[config.mk]
export PLATFORM = sky130hd
export DESIGN_NAME = div_ctrl_flat
export DESIGN_NICKNAME = d
export VERILOG_FILES = /design/src/rtl/div_ctrl_if.sv /design/src/rtl/div_ctrl.sv /design/src/flat_wrapper.sv
export SDC_FILE = /design/constraint.sdc
export NUM_CORES = 1
export LEC_CHECK = 0
export CORE_MARGIN = 3
export CORE_UTILIZATION = 30
export CTS_CLUSTER_DIAMETER = 150
export DETAILED_ROUTE_END_ITERATION = 12
export HOLD_SLACK_MARGIN = 0.06
export PLACE_DENSITY = 0.61
export SYNTH_ARGS = -nofsm -noshare
export SYNTH_HDL_FRONTEND = slang
export SYNTH_SLANG_ARGS = --single-unit
[constraint.sdc]
create_clock -name clk_i -period 2.2 [get_ports clk_i]
set_input_delay 0.44 -clock clk_i [delete_from_list [all_inputs] [get_ports clk_i]]
set_output_delay 0.44 -clock clk_i [all_outputs]
set_load 0.005 [all_outputs]
[src/rtl/div_ctrl_if.sv]
// Request/writeback and divider-side signals of the divide sequencer.
// Signal names carry their direction as seen from div_ctrl.
interface div_ctrl_if;
   logic        req_valid_i;
   logic [1:0]  op_i;
   logic [31:0] rs1_i;
   logic [31:0] rs2_i;
   logic [4:0]  rd_i;
   logic        flush_i;
   logic        stall_o;
   logic        wb_valid_o;
   logic [4:0]  wb_rd_o;
   logic [31:0] wb_data_o;
   logic        err_o;
   logic        div_start_o;
   logic        div_annul_o;
   logic        div_signed_o;
   logic [31:0] div_dividend_o;
   logic [31:0] div_divisor_o;
   logic [63:0] div_result_i;
   logic        div_ready_i;

   modport slave (
      input  req_valid_i, op_i, rs1_i, rs2_i, rd_i, flush_i, div_result_i, div_ready_i,
      output stall_o, wb_valid_o, wb_rd_o, wb_data_o, err_o,
      output div_start_o, div_annul_o, div_signed_o, div_dividend_o, div_divisor_o
   );

   modport master (
      output req_valid_i, op_i, rs1_i, rs2_i, rd_i, flush_i, div_result_i, div_ready_i,
      input  stall_o, wb_valid_o, wb_rd_o, wb_data_o, err_o,
      input  div_start_o, div_annul_o, div_signed_o, div_dividend_o, div_divisor_o
   );
endinterface

[src/rtl/div_ctrl.sv]
// Divide sequencer: decodes DIV/DIVU/REM/REMU, short-cuts RISC-V special cases and repeated
// operands, otherwise runs the iterative divider under a watchdog.
module div_ctrl #(
   parameter bit          CACHE_EN       = 1'b1,
   parameter int unsigned TIMEOUT_CYCLES = 48
) (
   input logic        clk_i,
   input logic        n_rst_i,
   div_ctrl_if.slave  bus
);
   localparam int unsigned WdogW    = $clog2(TIMEOUT_CYCLES + 1);
   localparam logic [WdogW-1:0] WdogLast = WdogW'(TIMEOUT_CYCLES - 1);

   typedef enum logic [1:0] {StIdle, StRun, StDone, StAbort} state_e;

   state_e           r_state, w_state_d;
   logic             r_signed, r_rem;
   logic [31:0]      r_rs1, r_rs2;
   logic [4:0]       r_rd;
   logic [63:0]      r_result;
   logic [WdogW-1:0] r_wdog;
   logic             r_cache_valid, r_cache_signed;
   logic [31:0]      r_cache_rs1, r_cache_rs2;
   logic [63:0]      r_cache_result;

   logic        w_accept, w_capture, w_signed_in, w_div0, w_ovf, w_hit;
   logic [63:0] w_fast_result;

   assign w_signed_in = ~bus.op_i[0];
   assign w_div0      = (bus.rs2_i == 32'h0);
   assign w_ovf       = w_signed_in & (bus.rs1_i == 32'h8000_0000) & (bus.rs2_i == 32'hFFFF_FFFF);
   assign w_hit       = CACHE_EN & r_cache_valid & (r_cache_signed == w_signed_in) &
                        (r_cache_rs1 == bus.rs1_i) & (r_cache_rs2 == bus.rs2_i);
   assign w_fast_result = w_div0 ? {bus.rs1_i, 32'hFFFF_FFFF} :
                          w_ovf  ? {32'h0, 32'h8000_0000} : r_cache_result;

   assign bus.stall_o        = bus.req_valid_i & (r_state != StDone);
   assign bus.div_signed_o   = r_signed;
   assign bus.div_dividend_o = r_rs1;
   assign bus.div_divisor_o  = r_rs2;

   always_comb begin
      w_state_d       = r_state;
      w_accept        = 1'b0;
      w_capture       = 1'b0;
      bus.wb_valid_o  = 1'b0;
      bus.wb_rd_o     = 5'h0;
      bus.wb_data_o   = 32'h0;
      bus.err_o       = 1'b0;
      bus.div_start_o = 1'b0;
      bus.div_annul_o = 1'b0;
      unique case (r_state)
         StIdle: begin
            if (bus.req_valid_i && !bus.flush_i) begin
               w_accept  = 1'b1;
               w_state_d = (w_div0 || w_ovf || w_hit) ? StDone : StRun;
            end
         end
         StRun: begin
            bus.div_start_o = 1'b1;
            // Flush beats a simultaneous ready; a ready on the last watchdog cycle still counts.
            if (bus.flush_i) begin
               w_state_d = StAbort;
            end else if (bus.div_ready_i) begin
               w_capture = 1'b1;
               w_state_d = StDone;
            end else if (r_wdog == WdogLast) begin
               bus.err_o = 1'b1;
               w_state_d = StAbort;
            end
         end
         StDone: begin
            bus.wb_valid_o = ~bus.flush_i;
            bus.wb_rd_o    = r_rd;
            bus.wb_data_o  = r_rem ? r_result[63:32] : r_result[31:0];
            w_state_d      = StIdle;
         end
         StAbort: begin
            bus.div_annul_o = 1'b1;
            w_state_d       = StIdle;
         end
         default: w_state_d = StIdle;
      endcase
   end

   always_ff @(posedge clk_i or negedge n_rst_i) begin
      if (!n_rst_i) begin
         r_state        <= StIdle;
         r_signed       <= 1'b0;
         r_rem          <= 1'b0;
         r_rs1          <= 32'h0;
         r_rs2          <= 32'h0;
         r_rd           <= 5'h0;
         r_result       <= 64'h0;
         r_wdog         <= '0;
         r_cache_valid  <= 1'b0;
         r_cache_signed <= 1'b0;
         r_cache_rs1    <= 32'h0;
         r_cache_rs2    <= 32'h0;
         r_cache_result <= 64'h0;
      end else begin
         r_state <= w_state_d;
         if (w_accept) begin
            r_signed <= w_signed_in;
            r_rem    <= bus.op_i[1];
            r_rs1    <= bus.rs1_i;
            r_rs2    <= bus.rs2_i;
            r_rd     <= bus.rd_i;
            r_result <= w_fast_result;
            r_wdog   <= '0;
         end else if (r_state == StRun) begin
            r_wdog <= r_wdog + WdogW'(1);
         end
         if (w_capture) begin
            r_result <= bus.div_result_i;
            if (CACHE_EN) begin
               r_cache_valid  <= 1'b1;
               r_cache_signed <= r_signed;
               r_cache_rs1    <= r_rs1;
               r_cache_rs2    <= r_rs2;
               r_cache_result <= bus.div_result_i;
            end
         end
      end
   end
endmodule
[src/flat_wrapper.sv]
// flat-port wrapper written by rule: the top's interface ports become plain ports
module div_ctrl_flat 
#(
   parameter bit          CACHE_EN       = 1'b1,
   parameter int unsigned TIMEOUT_CYCLES = 48
)
  (clk_i, n_rst_i, bus_req_valid_i, bus_op_i, bus_rs1_i, bus_rs2_i, bus_rd_i, bus_flush_i, bus_div_result_i, bus_div_ready_i, bus_stall_o, bus_wb_valid_o, bus_wb_rd_o, bus_wb_data_o, bus_err_o, bus_div_start_o, bus_div_annul_o, bus_div_signed_o, bus_div_dividend_o, bus_div_divisor_o);
  div_ctrl_if bus_i ();
  input logic clk_i;
  input logic n_rst_i;
  input wire logic [$bits(bus_i.req_valid_i)-1:0] bus_req_valid_i;
  input wire logic [$bits(bus_i.op_i)-1:0] bus_op_i;
  input wire logic [$bits(bus_i.rs1_i)-1:0] bus_rs1_i;
  input wire logic [$bits(bus_i.rs2_i)-1:0] bus_rs2_i;
  input wire logic [$bits(bus_i.rd_i)-1:0] bus_rd_i;
  input wire logic [$bits(bus_i.flush_i)-1:0] bus_flush_i;
  input wire logic [$bits(bus_i.div_result_i)-1:0] bus_div_result_i;
  input wire logic [$bits(bus_i.div_ready_i)-1:0] bus_div_ready_i;
  output wire logic [$bits(bus_i.stall_o)-1:0] bus_stall_o;
  output wire logic [$bits(bus_i.wb_valid_o)-1:0] bus_wb_valid_o;
  output wire logic [$bits(bus_i.wb_rd_o)-1:0] bus_wb_rd_o;
  output wire logic [$bits(bus_i.wb_data_o)-1:0] bus_wb_data_o;
  output wire logic [$bits(bus_i.err_o)-1:0] bus_err_o;
  output wire logic [$bits(bus_i.div_start_o)-1:0] bus_div_start_o;
  output wire logic [$bits(bus_i.div_annul_o)-1:0] bus_div_annul_o;
  output wire logic [$bits(bus_i.div_signed_o)-1:0] bus_div_signed_o;
  output wire logic [$bits(bus_i.div_dividend_o)-1:0] bus_div_dividend_o;
  output wire logic [$bits(bus_i.div_divisor_o)-1:0] bus_div_divisor_o;
  assign bus_i.req_valid_i = bus_req_valid_i;
  assign bus_i.op_i = bus_op_i;
  assign bus_i.rs1_i = bus_rs1_i;
  assign bus_i.rs2_i = bus_rs2_i;
  assign bus_i.rd_i = bus_rd_i;
  assign bus_i.flush_i = bus_flush_i;
  assign bus_i.div_result_i = bus_div_result_i;
  assign bus_i.div_ready_i = bus_div_ready_i;
  assign bus_stall_o = bus_i.stall_o;
  assign bus_wb_valid_o = bus_i.wb_valid_o;
  assign bus_wb_rd_o = bus_i.wb_rd_o;
  assign bus_wb_data_o = bus_i.wb_data_o;
  assign bus_err_o = bus_i.err_o;
  assign bus_div_start_o = bus_i.div_start_o;
  assign bus_div_annul_o = bus_i.div_annul_o;
  assign bus_div_signed_o = bus_i.div_signed_o;
  assign bus_div_dividend_o = bus_i.div_dividend_o;
  assign bus_div_divisor_o = bus_i.div_divisor_o;
  div_ctrl #(.CACHE_EN(CACHE_EN), .TIMEOUT_CYCLES(TIMEOUT_CYCLES)) u_core (.clk_i(clk_i), .n_rst_i(n_rst_i), .bus(bus_i));
endmodule
==> flow_summary_export.csv <==
group,metric,value,unit
final_layout,final_cells,2335,
setup_path,worst_setup_path_start_kind,"register",
sta,hold_ws,300,ps
route,wire_per_inst,19.9,microns
synth,synthFlopType,"dfrtp_1",
power_and_ir_drop,leakage,9.00,nW
sta,final.setup.tns,-21.9,ps
synth,ys_top_cells_by_count,"nand2_1 (658), dfrtp_1 (273), nor2_1 (76), clkbuf_1 (52), a221o_1 (33)",
sta,slew_viol_final,0,
floorplan,die_area,43100,sq um
sta,slew_headroom,63.5,%
floorplan,die_height,208,microns
global_route,grt_max_degree,62,
floorplan,design.core.area,39900,sq um
sta,setup_viol,3,
place,placed_cell_area,16500,sq um
clock_tree,htreeDepth,2,
route,ant_nets,0,
synth,ys.warnings.count,0,
setup_path,required,1760,ps
synth,netlist.area_leader.share,56.0,%
setup_path,worstSetupPathType,"register to output port",
final_layout,fin_nets,1927,
setup_path,critPathMaxFanout,8,
floorplan,die-width,208,microns
synth,synth_nets,1534,
sta,period_minus_slack,2210,ps
final_layout,drive_gt1_share,16.9,%
status,violations,"setup timing",
job,max_cap_violations,0,
synth,avgSynthCellArea,8.75,sq um
place,dp_hpwl,33700,microns
sta,max_freq,452,MHz
synth,yosysTopAreaCell,"dfrtp_1",
clock_tree,cts_tree,"built",
power_and_ir_drop,ir_drop,556,uV
route,drtIter0Drc,825,
synth,synth_edf_count,0,
sta,hold_viol,0,
power_and_ir_drop,p_per_area,1270,nW/um^2
final_layout,final_util,45.3,%
clock_tree,clk_latency,520,ps
synth,syn_inst,1393,
global_route,grt_overflow,0,
clock_tree,clockBufferDepth,3,
synth,synthMostInstantiatedCell,"nand2_1",
status,status,"finished, violations left",
setup_path,endpoint_kind,"output port",
floorplan,boundaryPins,247,
final_layout,nFillCells,3816,
place,io_buffers,246,
route,drt-total-wl,46500,microns
route,viasPerCell,4.89,
sta,tightest_slew,547,ps
floorplan,initial_core_util,30.5,%
route,wirelength_met1,20200,microns
setup_path,crit_arrival,1770,ps
sta,skew,27.2,ps
power_and_ir_drop,finalPower,22.9,mW
final_layout,syn2layout_area_growth,48.2,%
route,wl_met3,3260,microns
synth,netlist_area,12200,sq um
clock_tree,numCtsBuffers,34,
synth,synth-seq-cells,273,
route,top_layer_used,"met5",
clock_tree,cts_root_buf,"clkbuf_16",
global_route,grt.total_usage,20.7,%
global_route,antenna_found_initial,3,
final_layout,design_area,18100,sq um
synth,synth_cell_types,43,
sta,rsz0062_at_grt,"yes",
sta,fin_ws,-14.4,ps
place,dp.cells,2254,
clock_tree,path_clk_slew,60,ps
synth,ys_async_sr_fraction,100,%
sta,fin_crit_sh,101,%
route,drc,0,
floorplan,rows,73,
global_route,grt_pass1_wl,69400,microns
hold_path,holdCritPathClass,"primary input to register",
clock_tree,clock-sinks,273,
place,place_congestion,0.900,
global_route,grt_pass1_vias,11559,
synth,synth_area_leaders,"dfrtp_1 (56%), nand2_1 (20%), a221o_1 (2.7%)",
route,dr_wl_met2,21500,microns
route,via_count,11407,
place,pre_cts_ws,-742,ps
route,dr.pass1.iters,5,
synth,seq_area_frac_synth,56.0,%
[layout make-up]
type	instances	area, sq um	share of cell area (%)
tap	525	657	3.64
multi-input combinational	1025	5210	28.9
clock inverter	14	180	0.997
antenna	2	5.00	0.0277
timing repair buffer	428	4140	22.9
clock buffer	44	940	5.20
sequential	273	6830	37.8
inverter	24	93.8	0.519
[metal layers]
metal | vias up | track usage [%]
met4 | 2 | 6.72
met2 | 409 | 33.3
met3 | 83 | 4.91
met5 | - | 0
li1 | 5348 | -
met1 | 5565 | 27.6
[what timing repair did]
item                                    in CTS  in global routing
hold buffers                                 1                  0
hold endpoints to repair                    53                  0
gates cloned                                 2                  5
endpoints found under the setup margin     106                 83
pin swaps                                   13                 17
setup buffers                                4                  9
resized for setup                          100                 87
[worst max-delay path: stages (launching register included)]
cell and delay, ps:
dfrtp_2 430, buf_4 150, buf_12 140, mux2i_1 120, nor2_2 160, dlygate4sd2_1 260
[cell families (layout without fill, tap and decap cells)]
family | Yosys count | count (layout) | share of synthesized area, %
buf+inv | 95 | 510 | 3.37
flops | 273 | 273 | 56.0
mux | 32 | 32 | 2.63
xor+xnor | 43 | 43 | 3.09
other cells | 0 | 2 | 0
fa+ha+maj | 1 | 1 | 0.103
simple gates | 826 | 826 | 27.4
compound gates | 123 | 123 | 7.34
[cell usage in the layout, fill, tap and decap left out, drive strengths merged, types with 13 or more instances in the layout]
cell / n
nor2: 77
xnor2: 24
nor4: 29
o21ai: 31
nand2: 658
dlygate4sd2: 31
dfrtp: 273
xor2: 19
dlymetal6s2s: 13
clkdlybuf4s50: 173
a31oi: 32
clkbuf: 69
buf: 179
a221o: 33
mux2i: 32
nand4: 23
inv: 24
[flip-flops by register name, indices dropped and copies added, names as in the netlist, 2 cells and up]
register,flops
u_core.r_result,64
u_core.r_cache_rs1,32
u_core.r_wdog,6
u_core.bus.div_dividend_o,32
u_core.bus.div_divisor_o,32
u_core.r_state,2
u_core.r_cache_rs2,32
u_core.r_cache_result,64
u_core.r_rd,5
[power by group]
| part | leakage [nW] | switching (mW) | internal, mW |
|---|---|---|---|
| registers | 3.40 | 1.54 | 7.30 |
| clock network | 0.553 | 2.20 | 3.48 |
| logic | 5.05 | 4.27 | 4.16 |
| total | 9.00 | 8.00 | 14.9 |
[worst paths after layout]
| path | startpoint | end | slack, ps | cells after the start |
|---|---|---|---|---|
| max | u_core.r_rem$_DFFE_PN0P_ | bus_wb_data_o[31] | -10 | 5 |
| min reg2reg | u_core.r_cache_result[3]$_DFFE_PN0P_ | u_core.r_cache_result[3]$_DFFE_PN0P_ | 460 | 2 |
| max in group asynchronous | n_rst_i | u_core.r_result[7]$_DFFE_PN0P_ | 970 | 3 |
| max reg2reg | u_core.r_state[0]$_DFFE_PN0P_ | u_core.r_result[8]$_DFFE_PN0P_ | 140 | 8 |
| min in group asynchronous | n_rst_i | u_core.bus.div_divisor_o[29]$_DFFE_PN0P_ | 490 | 2 |
| min | bus_rs1_i[24] | u_core.bus.div_dividend_o[24]$_DFFE_PN0P_ | 300 | 4 |
Note: power is estimated with default switching activity, not from simulation.
